`src/rtl/fifo_pkg.sv`:
```
// Shared helpers for the flexible FIFO: pointer/count width math and the
// modulo-DEPTH pointer increment used for non-power-of-2 depths.
package fifo_pkg;

  function automatic int ptr_width(input int depth);
    return (depth > 2) ? $clog2(depth) : 1;
  endfunction

  function automatic int count_width(input int depth);
    return $clog2(depth + 1);
  endfunction

  // Explicit wrap at depth-1 so arbitrary depths never rely on binary rollover
  function automatic logic [31:0] wrap_inc(input logic [31:0] ptr, input int unsigned depth);
    return (ptr >= depth - 1) ? 32'd0 : ptr + 32'd1;
  endfunction

endpackage

```
`src/rtl/fifo_wrap_ptr.sv`:
```
// Modulo-DEPTH pointer register; clear has priority over increment.
module fifo_wrap_ptr
  import fifo_pkg::*;
#(
  parameter int DEPTH = 16,
  parameter int PW    = ptr_width(DEPTH)
) (
  input  logic          clk,
  input  logic          rst_n,
  input  logic          clr_i,
  input  logic          inc_i,
  output logic [PW-1:0] ptr_o
);

  logic [PW-1:0] ptr_q, ptr_d;

  always_comb begin
    ptr_d = ptr_q;
    if (clr_i) begin
      ptr_d = '0;
    end else if (inc_i) begin
      ptr_d = PW'(wrap_inc(32'(ptr_q), DEPTH));
    end
  end

  always_ff @(posedge clk or negedge rst_n) begin
    if (!rst_n) begin
      ptr_q <= '0;
    end else begin
      ptr_q <= ptr_d;
    end
  end

  assign ptr_o = ptr_q;

endmodule

```
`src/rtl/fifo_flex.sv`:
```
// Synchronous FIFO with arbitrary depth, show-ahead or registered read,
// watermarks, sticky error flags, flush and write-through when full.
module fifo_flex
  import fifo_pkg::*;
#(
  parameter int DATA_WIDTH = 32,
  parameter int DEPTH      = 16,
  parameter int SHOW_AHEAD = 1,
  parameter int AF_THRESH  = DEPTH - 2,
  parameter int AE_THRESH  = 1,
  localparam int CW        = count_width(DEPTH)
) (
  input  logic                  clk,
  input  logic                  rst_n,
  input  logic                  i_flush,
  input  logic                  i_wr_en,
  input  logic [DATA_WIDTH-1:0] i_w_data,
  input  logic                  i_rd_en,
  output logic [DATA_WIDTH-1:0] o_r_data,
  output logic                  o_r_valid,
  output logic                  o_full,
  output logic                  o_empty,
  output logic                  o_almost_full,
  output logic                  o_almost_empty,
  output logic [CW-1:0]         o_count,
  output logic                  o_overflow,
  output logic                  o_underflow,
  input  logic                  i_clr_err
);

  localparam int PW = ptr_width(DEPTH);

  logic [DATA_WIDTH-1:0] mem [DEPTH];
  logic [PW-1:0]         rdPtr, wrPtr;
  logic [CW-1:0]         count_q, count_d;
  logic                  overflow_q, overflow_d;
  logic                  underflow_q, underflow_d;
  logic                  rdAcc, wrAcc;

  // At full, a write is only legal when the head is popped in the same cycle
  assign rdAcc = i_rd_en && (count_q != '0);
  assign wrAcc = i_wr_en && ((count_q != CW'(DEPTH)) || rdAcc);

  fifo_wrap_ptr #(.DEPTH(DEPTH), .PW(PW)) uRdPtr (
    .clk   (clk),
    .rst_n (rst_n),
    .clr_i (i_flush),
    .inc_i (rdAcc),
    .ptr_o (rdPtr)
  );

  fifo_wrap_ptr #(.DEPTH(DEPTH), .PW(PW)) uWrPtr (
    .clk   (clk),
    .rst_n (rst_n),
    .clr_i (i_flush),
    .inc_i (wrAcc),
    .ptr_o (wrPtr)
  );

  always_ff @(posedge clk) begin
    if (wrAcc && !i_flush) begin
      mem[wrPtr] <= i_w_data;
    end
  end

  always_comb begin
    count_d     = count_q;
    overflow_d  = overflow_q;
    underflow_d = underflow_q;
    if (i_clr_err) begin
      overflow_d  = 1'b0;
      underflow_d = 1'b0;
    end
    if (i_flush) begin
      count_d = '0;
    end else begin
      if (wrAcc && !rdAcc) begin
        count_d = count_q + CW'(1);
      end else if (rdAcc && !wrAcc) begin
        count_d = count_q - CW'(1);
      end
      // Setting after the clear lets a new error win over i_clr_err
      if (i_wr_en && !wrAcc) overflow_d  = 1'b1;
      if (i_rd_en && !rdAcc) underflow_d = 1'b1;
    end
  end

  always_ff @(posedge clk or negedge rst_n) begin
    if (!rst_n) begin
      count_q     <= '0;
      overflow_q  <= 1'b0;
      underflow_q <= 1'b0;
    end else begin
      count_q     <= count_d;
      overflow_q  <= overflow_d;
      underflow_q <= underflow_d;
    end
  end

  assign o_count        = count_q;
  assign o_empty        = (count_q == '0);
  assign o_full         = (count_q == CW'(DEPTH));
  assign o_almost_full  = (count_q >= CW'(AF_THRESH));
  assign o_almost_empty = (count_q <= CW'(AE_THRESH));
  assign o_overflow     = overflow_q;
  assign o_underflow    = underflow_q;

  if (SHOW_AHEAD != 0) begin : gShowAhead
    assign o_r_data  = mem[rdPtr];
    assign o_r_valid = (count_q != '0);
  end else begin : gRegistered
    logic [DATA_WIDTH-1:0] rData_q;
    logic                  rValid_q;

    always_ff @(posedge clk or negedge rst_n) begin
      if (!rst_n) begin
        rData_q  <= '0;
        rValid_q <= 1'b0;
      end else if (i_flush) begin
        rValid_q <= 1'b0;
      end else begin
        rValid_q <= rdAcc;
        if (rdAcc) rData_q <= mem[rdPtr];
      end
    end

    assign o_r_data  = rData_q;
    assign o_r_valid = rValid_q;
  end

endmodule

```
`config.mk`:
```
export PLATFORM = sky130hd
export DESIGN_NAME = fifo_flex
export DESIGN_NICKNAME = d
export VERILOG_FILES = /design/src/rtl/fifo_pkg.sv /design/src/rtl/fifo_wrap_ptr.sv /design/src/rtl/fifo_flex.sv
export SDC_FILE = /design/constraint.sdc
export NUM_CORES = 1
export LEC_CHECK = 0
export CAP_MARGIN = 20
export CORE_MARGIN = 4
export CORE_UTILIZATION = 65
export DETAILED_ROUTE_END_ITERATION = 7
export PLACE_DENSITY_LB_ADDON = 0.25
export SETUP_SLACK_MARGIN = 0.05
export SYNTH_ARGS = -nofsm -noshare
export SYNTH_HDL_FRONTEND = slang
export SYNTH_HIERARCHICAL = 1
export SYNTH_SLANG_ARGS = --single-unit
```
`constraint.sdc`:
```
create_clock -name clk -period 12.3 [get_ports clk]
set_clock_uncertainty 0.05 [all_clocks]
set_input_delay 2.46 -clock clk [delete_from_list [all_inputs] [get_ports clk]]
set_output_delay 2.46 -clock clk [all_outputs]
set_load 0.005 [all_outputs]
```
### Word level (Yosys, flattened, before mapping)

Memory sizes are Yosys's and may differ from the RTL's.
Index checks and enable logic that the tools add are counted.

* register bits: 15
* memory bits (writable): 512
* output and inout bits: 44
* word-level logic and storage cells: 49
* memories kept: 1

* $add $sub $neg: 4
* magnitude comparators: 4
* eq/ne operators: 2
* multiplexer cells: 17
* reductions and logical operators: 16

Memory list
* mem: words 16, bits a word 32, rd ports 1, clocked after memory_dff 0, wr ports 1, line fifo_flex.sv:33 `logic [DATA_WIDTH-1:0] mem [DEPTH];`

Operators by type and width (count)
* $mux 4: 6
* $mux 5: 3
* $add 4x1->4 const B: 2
* $ge 4x4->1 const B: 2
* $mux 1: 8
* $logic_and 1x1->1: 7
* $add 5x1->5 const B: 1
* $eq 5x5->1 const B: 1
* $ge 5x4->1 const B: 1
* $le 5x1->1 const B: 1
* $logic_not 5->1: 1
* $ne 5x5->1 const B: 1
* $reduce_bool 5->1: 1
* $sub 5x1->5 const B: 1
* $reduce_bool 2->1: 2
* $logic_not 1->1: 3
* $reduce_bool 3->1: 1
* $logic_or 1x1->1: 1

### Logic depth before layout (Yosys ltp)

* depth after elaboration: 9
* depth in mapped cells: 8
* gate-level depth less buffers: 8

### By module

Netlist, hierarchy kept.

By module, submodules not included
* fifo_flex: instances 1, cells an instance 869, area an instance 19779.0 um2, sequential area each 15549.9 um2
* fifo_wrap_ptr: instances 2, cells an instance 19, area an instance 191.4 um2, sequential area each 100.1 um2

### Worst setup path after synthesis

No wires, ideal clock.

* kind: input to register
* from: in i_flush
* to: mem mem[0][0] (enable)
* data arrival time: 6049 ps
* required time: 11749 ps
* setup slack: 5699 ps
* stages on the path: 3
* path through: nand2b_1 > or3_1 > nor4_1

* longest elaborated chain between the ends: 4

RTL lines
* start: declaration: line fifo_flex.sv:15 `input logic i_flush,`
* $logic_not 1->1: line fifo_flex.sv:61 `if (wrAcc && !i_flush) begin`
* $logic_and 1x1->1: line fifo_flex.sv:61
* $mux 1: line fifo_flex.sv:61
* $mux 1 (not written as such): line fifo_flex.sv:62 `mem[wrPtr] <= i_w_data;`
* end: declaration: line fifo_flex.sv:33

Every way passes these cells.

### Worst setup path after layout

* from: reg uRdPtr.ptr_q[1], in the netlist uRdPtr/ptr_o[1]
* to: out o_r_data[18]

* longest elaborated chain between the ends: 1

RTL lines
* start: declaration: line fifo_wrap_ptr.sv:15 `logic [PW-1:0] ptr_q, ptr_d;`
* start signal: assignment: line fifo_wrap_ptr.sv:30 `ptr_q <= ptr_d;`
* $mem_v2 16x32
* end: declaration: line fifo_flex.sv:19 `output logic [DATA_WIDTH-1:0] o_r_data,`

Every way passes these cells.

==> out/metrics.csv <==
metric,value,unit
status,"finished, final reports clean",
vias_per_cell,6.650,
synth_area,20160,µm²
yosysWarnings,6,
syn_to_final_growth,14.90,%
grt_pass1_vias,10172,
crit_chain,"buf_4, mux4_2, a22oi_1, nand2_1, clkdlybuf4s50_1",
top_usage_layer,met2,
period_minus_slack,6395,ps
cp_data_arrival_time,3890,ps
p_seq_frac,0.490,
p_int,3252,µW
relSlewSlack,0.2151,
ys_types,38,
met1_usage,0.3766,
gp_congestion,0.7324,
yosysSeqAreaShare,0.7812,
required,9790,ps
dieArea,33900,µm²
drive_gt1_frac,0.2375,
p_sw,972.7,µW
synth_seq_cells,527,
drc,0,
worstMarginPinSlew,1177,ps
cap_violations,0,
clock_path_buffers,3,
maxSlewViolCount,0,
core,30590,µm²
synthArstFlopShare,0.02846,
hold_viol,0,
r2r_slack,9150,ps
via_count,9662,
ctsResizeCount,0,
critPathSlowestCell,dfrtp_4,
cts_buffers,50,
htreeDepth,2,
wirelength,43360,µm
cp_top_family,buffers and inverters,
initial_utilization,0.6591,
crit_type,flip-flop to primary output,
placedCellCount,1365,
boundaryPins,82,
fin_crit_sh,0.5200,
clockPowerShare,0.340,
tritoncts,built,
syn_avg_cell_area,22.23,µm²
place_hpwl,21300,µm
setup_tns,0,ps
cts_setup_buffers,0,
grt_usage,0.2654,
critPathMaxStageDelay,1140,ps
synth_cells,907,
rsz0062_at_grt,false,
worstSetupStartpointType,flip-flop,
antenna_left,0,
met3_usage,0.04302,
clkLatencyLatePin,540,ps
grt-ovfl-total,0,
fp-row-count,64,
hold_class,flip-flop to flip-flop,
power_density,182.4,nW/µm²
met2_usage,0.4408,
synth-edff-count,512,
ir_worst_vdd,0.1569,mV
firstDrtPassIters,5,
leakage,0.007231,µW
drtIter0Drc,1138,
path_max_fanout,75,
cts-root-buf,clkbuf_16,
fmax,0.1564,GHz
num-fill-cells,1624,
cp-end-kind,primary output,
finalSetupViolations,0,
grt_max_degree,76,
nets,1067,
syn_nets,952,
combPwrFrac,0.170,
antenna_found_initial,1,
synthFlopType,edfxtp_1,
p_sw_frac,0.2302,
grt_pass1_wl,65320,µm
crit_buf_inv,2,
clkSinkCount,527,
portBuffers,81,
cts.clk_slew.worst_paths,60,ps
die_w,184.1,µm
wl_per_cell,29.84,µm
die_h,184.1,µm
hold_buffers,0,
insertedDiodeCount,0,
stdcell_count,1453,
-- cell usage after synthesis (all sizes together), types with 2 or more instances --
library cell,n,share of area
edfxtp,512,0.76
mux4,128,0.14
a22oi,66,0.025
nand2,41,0.0076
clkbuf,28,0.0052
nor2,27,0.0050
buf,17,0.0043
dfrtp,15,0.019
ha,7,0.0043
nor2b,7,0.0022
a21oi,6,0.0015
inv,6,0.0011
nand3b,5,0.0019
nor4,5,0.0016
mux2,4,0.0024
mux2i,4,0.0020
o21ai,4,0.00099
or3,4,0.0012
a31oi,3,0.00093
nand2b,2,0.00062
nand3,2,0.00050
nor3,2,0.00050
xor2,2,0.00087
-- worst register-to-register path, cell delays in order (launching register included) --
cell,delay (ps)
dfrtp_1,440
inv_1,140
ha_1,260
and4bb_2,290
nand2b_1,160
nand3b_1,350
nor2_4,630
buf_4,490
-- logic make-up (layout without fill, tap and decap cells) --
logic type                 count (synthesis)  in the layout  synth area share
buffers and inverters                     51            201           0.01067
AOI/OAI and AO/OA                         83             83           0.03053
DFF                                      527            527            0.7812
xor gates and xnor gates                   2              2         0.0008690
muxes                                    136            136            0.1474
and+or+nand+nor                          101            101           0.02501
adders and majority gates                  7              7          0.004344
-- layout make-up --
type | count | area [µm²] | area share
Sequential cell | 527 | 15760 | 0.6802
Inverter | 6 | 22.52 | 0.0009722
Clock buffer | 69 | 1354 | 0.05844
Clock inverter | 18 | 167.7 | 0.007237
Multi-Input combinational cell | 329 | 4335 | 0.1871
Tap cell | 396 | 495.5 | 0.02139
Timing Repair Buffer | 108 | 1033 | 0.04461
-- per-layer routing --
metal / vias to the layer above / share of wire
li1: 4059 / -
met3: 82 / 0.081
met5: - / 0.00030
met2: 493 / 0.52
met1: 5026 / 0.37
met4: 2 / 0.028
-- power by group through the flow --
| stage | combinational [µW] | sequential [µW] | clock (µW) |
|---|---|---|---|
| after floorplan | 525 | 2050 | 0 |
| final | 717 | 2070 | 1440 |
| after global routing | 773 | 2080 | 1540 |
| after CTS | 718 | 2070 | 1450 |
| after global placement | 696 | 2110 | 0 |
| after detailed placement | 707 | 2110 | 0 |
-- per-stage QoR --
step / hold slack, ps / setup WS [ps] / util / area [µm²] / power, µW
after floorplan: 475.6 / 5699 / - / 20160 / 2573
after global placement: 475.1 / 6302 / 0.7067 / 21620 / 2807
after detailed placement: 480.9 / 6321 / 0.7067 / 21620 / 2820
after CTS: 490.3 / 5631 / 0.7564 / 23140 / 4246
after global routing: 539.5 / 5613 / 0.7573 / 23170 / 4398
final: 488.5 / 5905 / 0.7573 / 23170 / 4225
-- cells in the final DEF, fill, tap and decap left out, types with 2 or more instances in the layout --
cell type	Yosys	routed
a21oi_1	6	6
a22oi_1	64	64
a22oi_2	2	2
a31oi_1	3	3
buf_4	0	26
bufinv_16	0	3
clkbuf_1	28	17
clkbuf_16	0	51
clkdlybuf4s50_1	0	81
clkinv_1	0	5
clkinv_2	0	7
clkinvlp_4	0	2
dfrtp_1	15	13
dfrtp_4	0	2
edfxtp_1	512	512
ha_1	7	7
inv_1	6	6
mux2_1	2	2
mux2i_1	4	4
mux4_2	128	128
nand2_1	41	41
nand2b_1	2	2
nand3_1	2	2
nand3b_1	5	5
nor2_1	27	14
nor2_4	0	13
nor2b_1	7	5
nor2b_4	0	2
nor3_1	2	2
nor4_2	0	4
o21ai_0	4	4
or3_1	4	4
xor2_1	2	2
-- flip-flops by register name, summed over array words and instances (netlist names) --
signal / cells
mem: 512
o_count: 5
uRdPtr/ptr_o: 4
uWrPtr/ptr_o: 4
o_overflow: 1
o_underflow: 1
-- path summary, 6_finish.rpt --
check,start,endpoint,cells past startpoint
max,uRdPtr/ptr_o[1]$_DFFE_PN0P_,o_r_data[18],5
min,o_underflow$_DFF_PN0_,o_underflow$_DFF_PN0_,2
min in group asynchronous,rst_n,o_count[4]$_DFFE_PN0P_,1
max in group asynchronous,rst_n,uRdPtr/ptr_o[0]$_DFFE_PN0P_,1
max reg2reg,o_count[0]$_DFFE_PN0P_,mem[11][25]$_DFFE_PP_,7
min reg2reg,o_underflow$_DFF_PN0_,o_underflow$_DFF_PN0_,2
No activity file was read; power rests on OpenSTA's default activity.
==> RTL change 1: new RTL, same settings <==
Reset style: synchronous (`rst_n`), changed in 3 clocked blocks.
--- a/src/rtl/fifo_wrap_ptr.sv
+++ b/src/rtl/fifo_wrap_ptr.sv
@@ -25,3 +25,3 @@
 
-  always_ff @(posedge clk or negedge rst_n) begin
+  always_ff @(posedge clk) begin
     if (!rst_n) begin
--- a/src/rtl/fifo_flex.sv
+++ b/src/rtl/fifo_flex.sv
@@ -87,3 +87,3 @@
 
-  always_ff @(posedge clk or negedge rst_n) begin
+  always_ff @(posedge clk) begin
     if (!rst_n) begin
@@ -114,3 +114,3 @@
 
-    always_ff @(posedge clk or negedge rst_n) begin
+    always_ff @(posedge clk) begin
       if (!rst_n) begin
Behaviour: differs if rst_n is asserted again (counterexample within 4 cycles, from zero or initial values and one cycle with rst_n low); with rst_n held inactive, the same outputs for 4 cycles.
==> RTL change 1 against the unedited design <==
Die area is 0.58% lower; global-route usage up 0.30 points; cell area is 0.68% lower; wire length up 1.9%; sequential cell count stayed put; non-clock buffer count down 3; setup slack better by 0.11 ns; highest routed layer unchanged; area after synthesis fell by 0.61%.
Power is not compared: it rests on default switching activity, and its combinational part moved more than twofold at a synthesized area within 25%.
==> RTL change 1: results (changes against the unedited design) <==
* Run status: finished clean
* Pre-CTS WS at 6.44 ns (+0.119 ns)
* Worst R2R Start: o_count[0]
* Share of synthesized registers carrying an async set or reset at 0 (-0.0285)
* Slew at the pin with the worst max-slew slack at 1.08 ns (-0.0949 ns)
* Synthesized area per cell at 22.2 sq um (-0.17%)
* Standard cell with the maximum stage delay on the critical path: sky130_fd_sc_hd__dfxtp_4
* CTS root buffer: sky130_fd_sc_hd__clkbuf_16
* Post-synthesis net count at 949 (-0.32%)
* End point of the worst hold path: o_underflow
* Endpoint of the most critical register-to-register path: mem[6][20]
* Multiplexer area fraction after synthesis at 0.146 (-0.00103)
* Cell types with the largest area share after synthesis: sky130_fd_sc_hd__edfxtp_1, sky130_fd_sc_hd__mux4_2, sky130_fd_sc_hd__a22oi_1
* Number of buffers created by CTS at 49 (-2.0%)
* Worst hold path startpoint: o_underflow
* DRT iter0 DRCs at 1,356 (+19%)
* Routability cong. at 0.729 (-0.48%)
* Commonest cells in the netlist: sky130_fd_sc_hd__edfxtp_1, sky130_fd_sc_hd__mux4_2, sky130_fd_sc_hd__a22oi_1
* Post-Route WL at 44.2 mm (+1.9%)
* Post-Synth XOR/XNOR Area at 0.00262 (+0.00175)
* Total Routing Usage GR at 0.268 (+0.00300)
* Instance area after placement at 21,500 sq um (-0.77%)
* Number of global-route vias before repair at 10,272 (+0.98%)
* Met3 wire length at 3.75 mm (+7.3%)
* Launch point of the worst path: uRdPtr/ptr_o[1]
* Yosys cell types at 36 (-5.3%)
* Maximum fanout encountered on the critical timing path at 67 (-11%)
* Register area share after synthesis at 0.782 (+0.00103)
* Ratio of cells with drive above 1 in the final layout at 0.229 (-0.00889)
* Critical Path Sink: o_r_data[25]
* Clock power share at 0.401
* Worst hold slack after final layout at 0.439 ns (-0.0499 ns)
* Number of antenna violations at the first check in global routing at 2 (+1)
* Fraction of the mapped netlist area in compound gates at 0.0295 (-0.00106)
* Adder-cell share of the synthesized area at 0.00500 (+0.000651)
* Total routed wire length on the met1 layer at 15.9 mm (-1.7%)
* Arrival time of the worst setup path at 3.77 ns (-0.12 ns)
* Slowest Stage Delay on Critical Path at 0.99 ns (-0.15 ns)
* Vias/cell at 6.72 (+1.1%)
* DR WL met2 at 23.2 mm (+3.5%)
* Number of cells in the finished layout apart from fillers at 1,447 (-0.41%)
* Global-route wire length before repair at 65.6 mm (+0.49%)
[RTL change 1: cell count changes in the layout (fill, tap and decap cells not counted), moves of 4 or more]
| cell | before | now |
|---|---|---|
| sky130_fd_sc_hd__nor3_2 | 0 | 4 |
| sky130_fd_sc_hd__dfxtp_1 | 0 | 13 |
| sky130_fd_sc_hd__dfrtp_1 | 13 | 0 |
| sky130_fd_sc_hd__nand2b_1 | 2 | 7 |
| sky130_fd_sc_hd__nor4_2 | 4 | 0 |
| sky130_fd_sc_hd__nor2b_1 | 5 | 1 |
[RTL change 1: logic make-up after synthesis]
kind of cell | Yosys count
AOI/OAI and AO/OA | 83
and+or+nand+nor | 97
xor gates and xnor gates | 6
buffers and inverters | 49
muxes | 133
adders and majority gates | 8
DFF | 527
[RTL change 1: final cells by class]
type,instances,area [sq um]
sequential,527,15700
timing repair buffer,105,1010
multi-input combinational,327,4270
clock inverter,19,191
tap,396,495
antenna,1,2.50
fill,1616,7500
inverter,5,18.8
clock buffer,67,1340
==> RTL change 2: new RTL, config.mk and constraints unchanged <==
Without the edit above. `SHOW_AHEAD`: 1 -> 0.
--- a/src/rtl/fifo_flex.sv
+++ b/src/rtl/fifo_flex.sv
@@ -7,3 +7,3 @@
   parameter int DEPTH      = 16,
-  parameter int SHOW_AHEAD = 1,
+  parameter int SHOW_AHEAD = 0,
   parameter int AF_THRESH  = DEPTH - 2,
Formal check against the unedited RTL: not equivalent (Yosys sat finds a counterexample within 4 cycles, from zero or initial values and one cycle with rst_n low).
==> RTL change 2 against the unedited design <==
Critical path depth is 2 higher; cell area is 7.3% higher; sequential cell count is 33 higher; total power is 9.6% higher; synthesized cell count is 21% higher; setup slack better by 1.3 ns; area after synthesis is 6.5% higher; global-route usage is 0.11 points lower; first-iteration DRC count is 14% higher; via count is 15% higher; clock power is 18% higher; wire length is 8.1% higher; cell count is 16% higher; largest cell class unchanged.
==> RTL change 2: results (changes against the unedited design) <==
* Run status: finished clean
* Endpoint of the most critical register-to-register path: mem[14][19]
* Number of fillers in the final layout at 1,793 (+10%)
* Worst hold path startpoint: o_overflow
* Drt wl/cell at 27.8 microns (-6.8%)
* Post-layout nets at 1,243 (+16%)
* Overall via count from detail_route at 11,128 (+15%)
* Worst IR Drop VDD at 0.000152 V (-3.4%)
* Yosys cell types at 44 (+16%)
* Post-Synth XOR/XNOR Area at 0.00163 (+0.000763)
* Standard cell with the maximum stage delay on the critical path: sky130_fd_sc_hd__clkdlybuf4s50_1
* Met3 wire length at 4.19 mm (+20%)
* Ratio of cells with drive above 1 in the final layout at 0.167 (-0.0701)
* Vias/cell at 6.60 (-0.68%)
* Adder-cell share of the synthesized area at 0.00408 (-0.000263)
* Routability cong. at 0.818 (+12%)
* Hold Crit Depth at 1 (-1)
* Highest routed metal layer: met4
* Reg2Reg Setup Slack at 8.62 ns (-0.53 ns)
* Cell types with the largest area share after synthesis: sky130_fd_sc_hd__edfxtp_1, sky130_fd_sc_hd__mux4_2, sky130_fd_sc_hd__mux2i_1
* Share of synthesized registers carrying an async set or reset at 0.0857 (+0.0573)
* Slew at the pin with the worst max-slew slack at 1.11 ns (-0.0655 ns)
* M3 GR Usage at 0.0461 (+0.00303)
* Fraction of the mapped netlist area in compound gates at 0.0552 (+0.0247)
* Total Routing Usage GR at 0.264 (-0.00106)
* Commonest cells in the netlist: sky130_fd_sc_hd__edfxtp_1, sky130_fd_sc_hd__mux2i_1, sky130_fd_sc_hd__a22oi_1
* DRT iter0 DRCs at 1,303 (+14%)
* Post-synthesis net count at 1,138 (+20%)
* Post-DP HPWL at 25.0 mm (+18%)
* Register area share after synthesis at 0.772 (-0.00889)
* Worst hold slack after final layout at 0.457 ns (-0.0313 ns)
* DR WL met2 at 22.6 mm (+0.62%)
RTL change 2: cell type report:
cell class                 instances  area (sq um)  share of cell area
sequential                       560         16600               0.667
multi-input combinational        465          4720               0.190
clock buffer                      67          1430              0.0575
timing repair buffer             110          1110              0.0448
tap                              442           553              0.0223
clock inverter                    33           424              0.0171
inverter                           8          30.0             0.00121
RTL change 2: worst max path at each step:
stage,from,to,slack (ns),depth (start not counted)
after floorplan,i_rd_en,mem[0][0],6.11,5
after global placement,i_flush,o_r_data[20],6.70,8
after detailed placement,i_flush,o_r_data[18],6.60,8
after CTS,i_flush,o_r_data[18],7.20,8
after global routing,i_rd_en,mem[15][21],7.07,7
final,i_rd_en,mem[14][19],7.19,7
RTL change 2: metrics by stage:
step	worst slack, ns	area [sq um]	power [mW]
2_1_floorplan	6.11	21500	2.67
3_3_place_gp	6.70	22900	2.95
3_5_place_dp	6.60	22900	2.96
4_1_cts	7.20	24800	4.66
5_1_grt	7.07	24900	4.80
6_report	7.19	24900	4.63
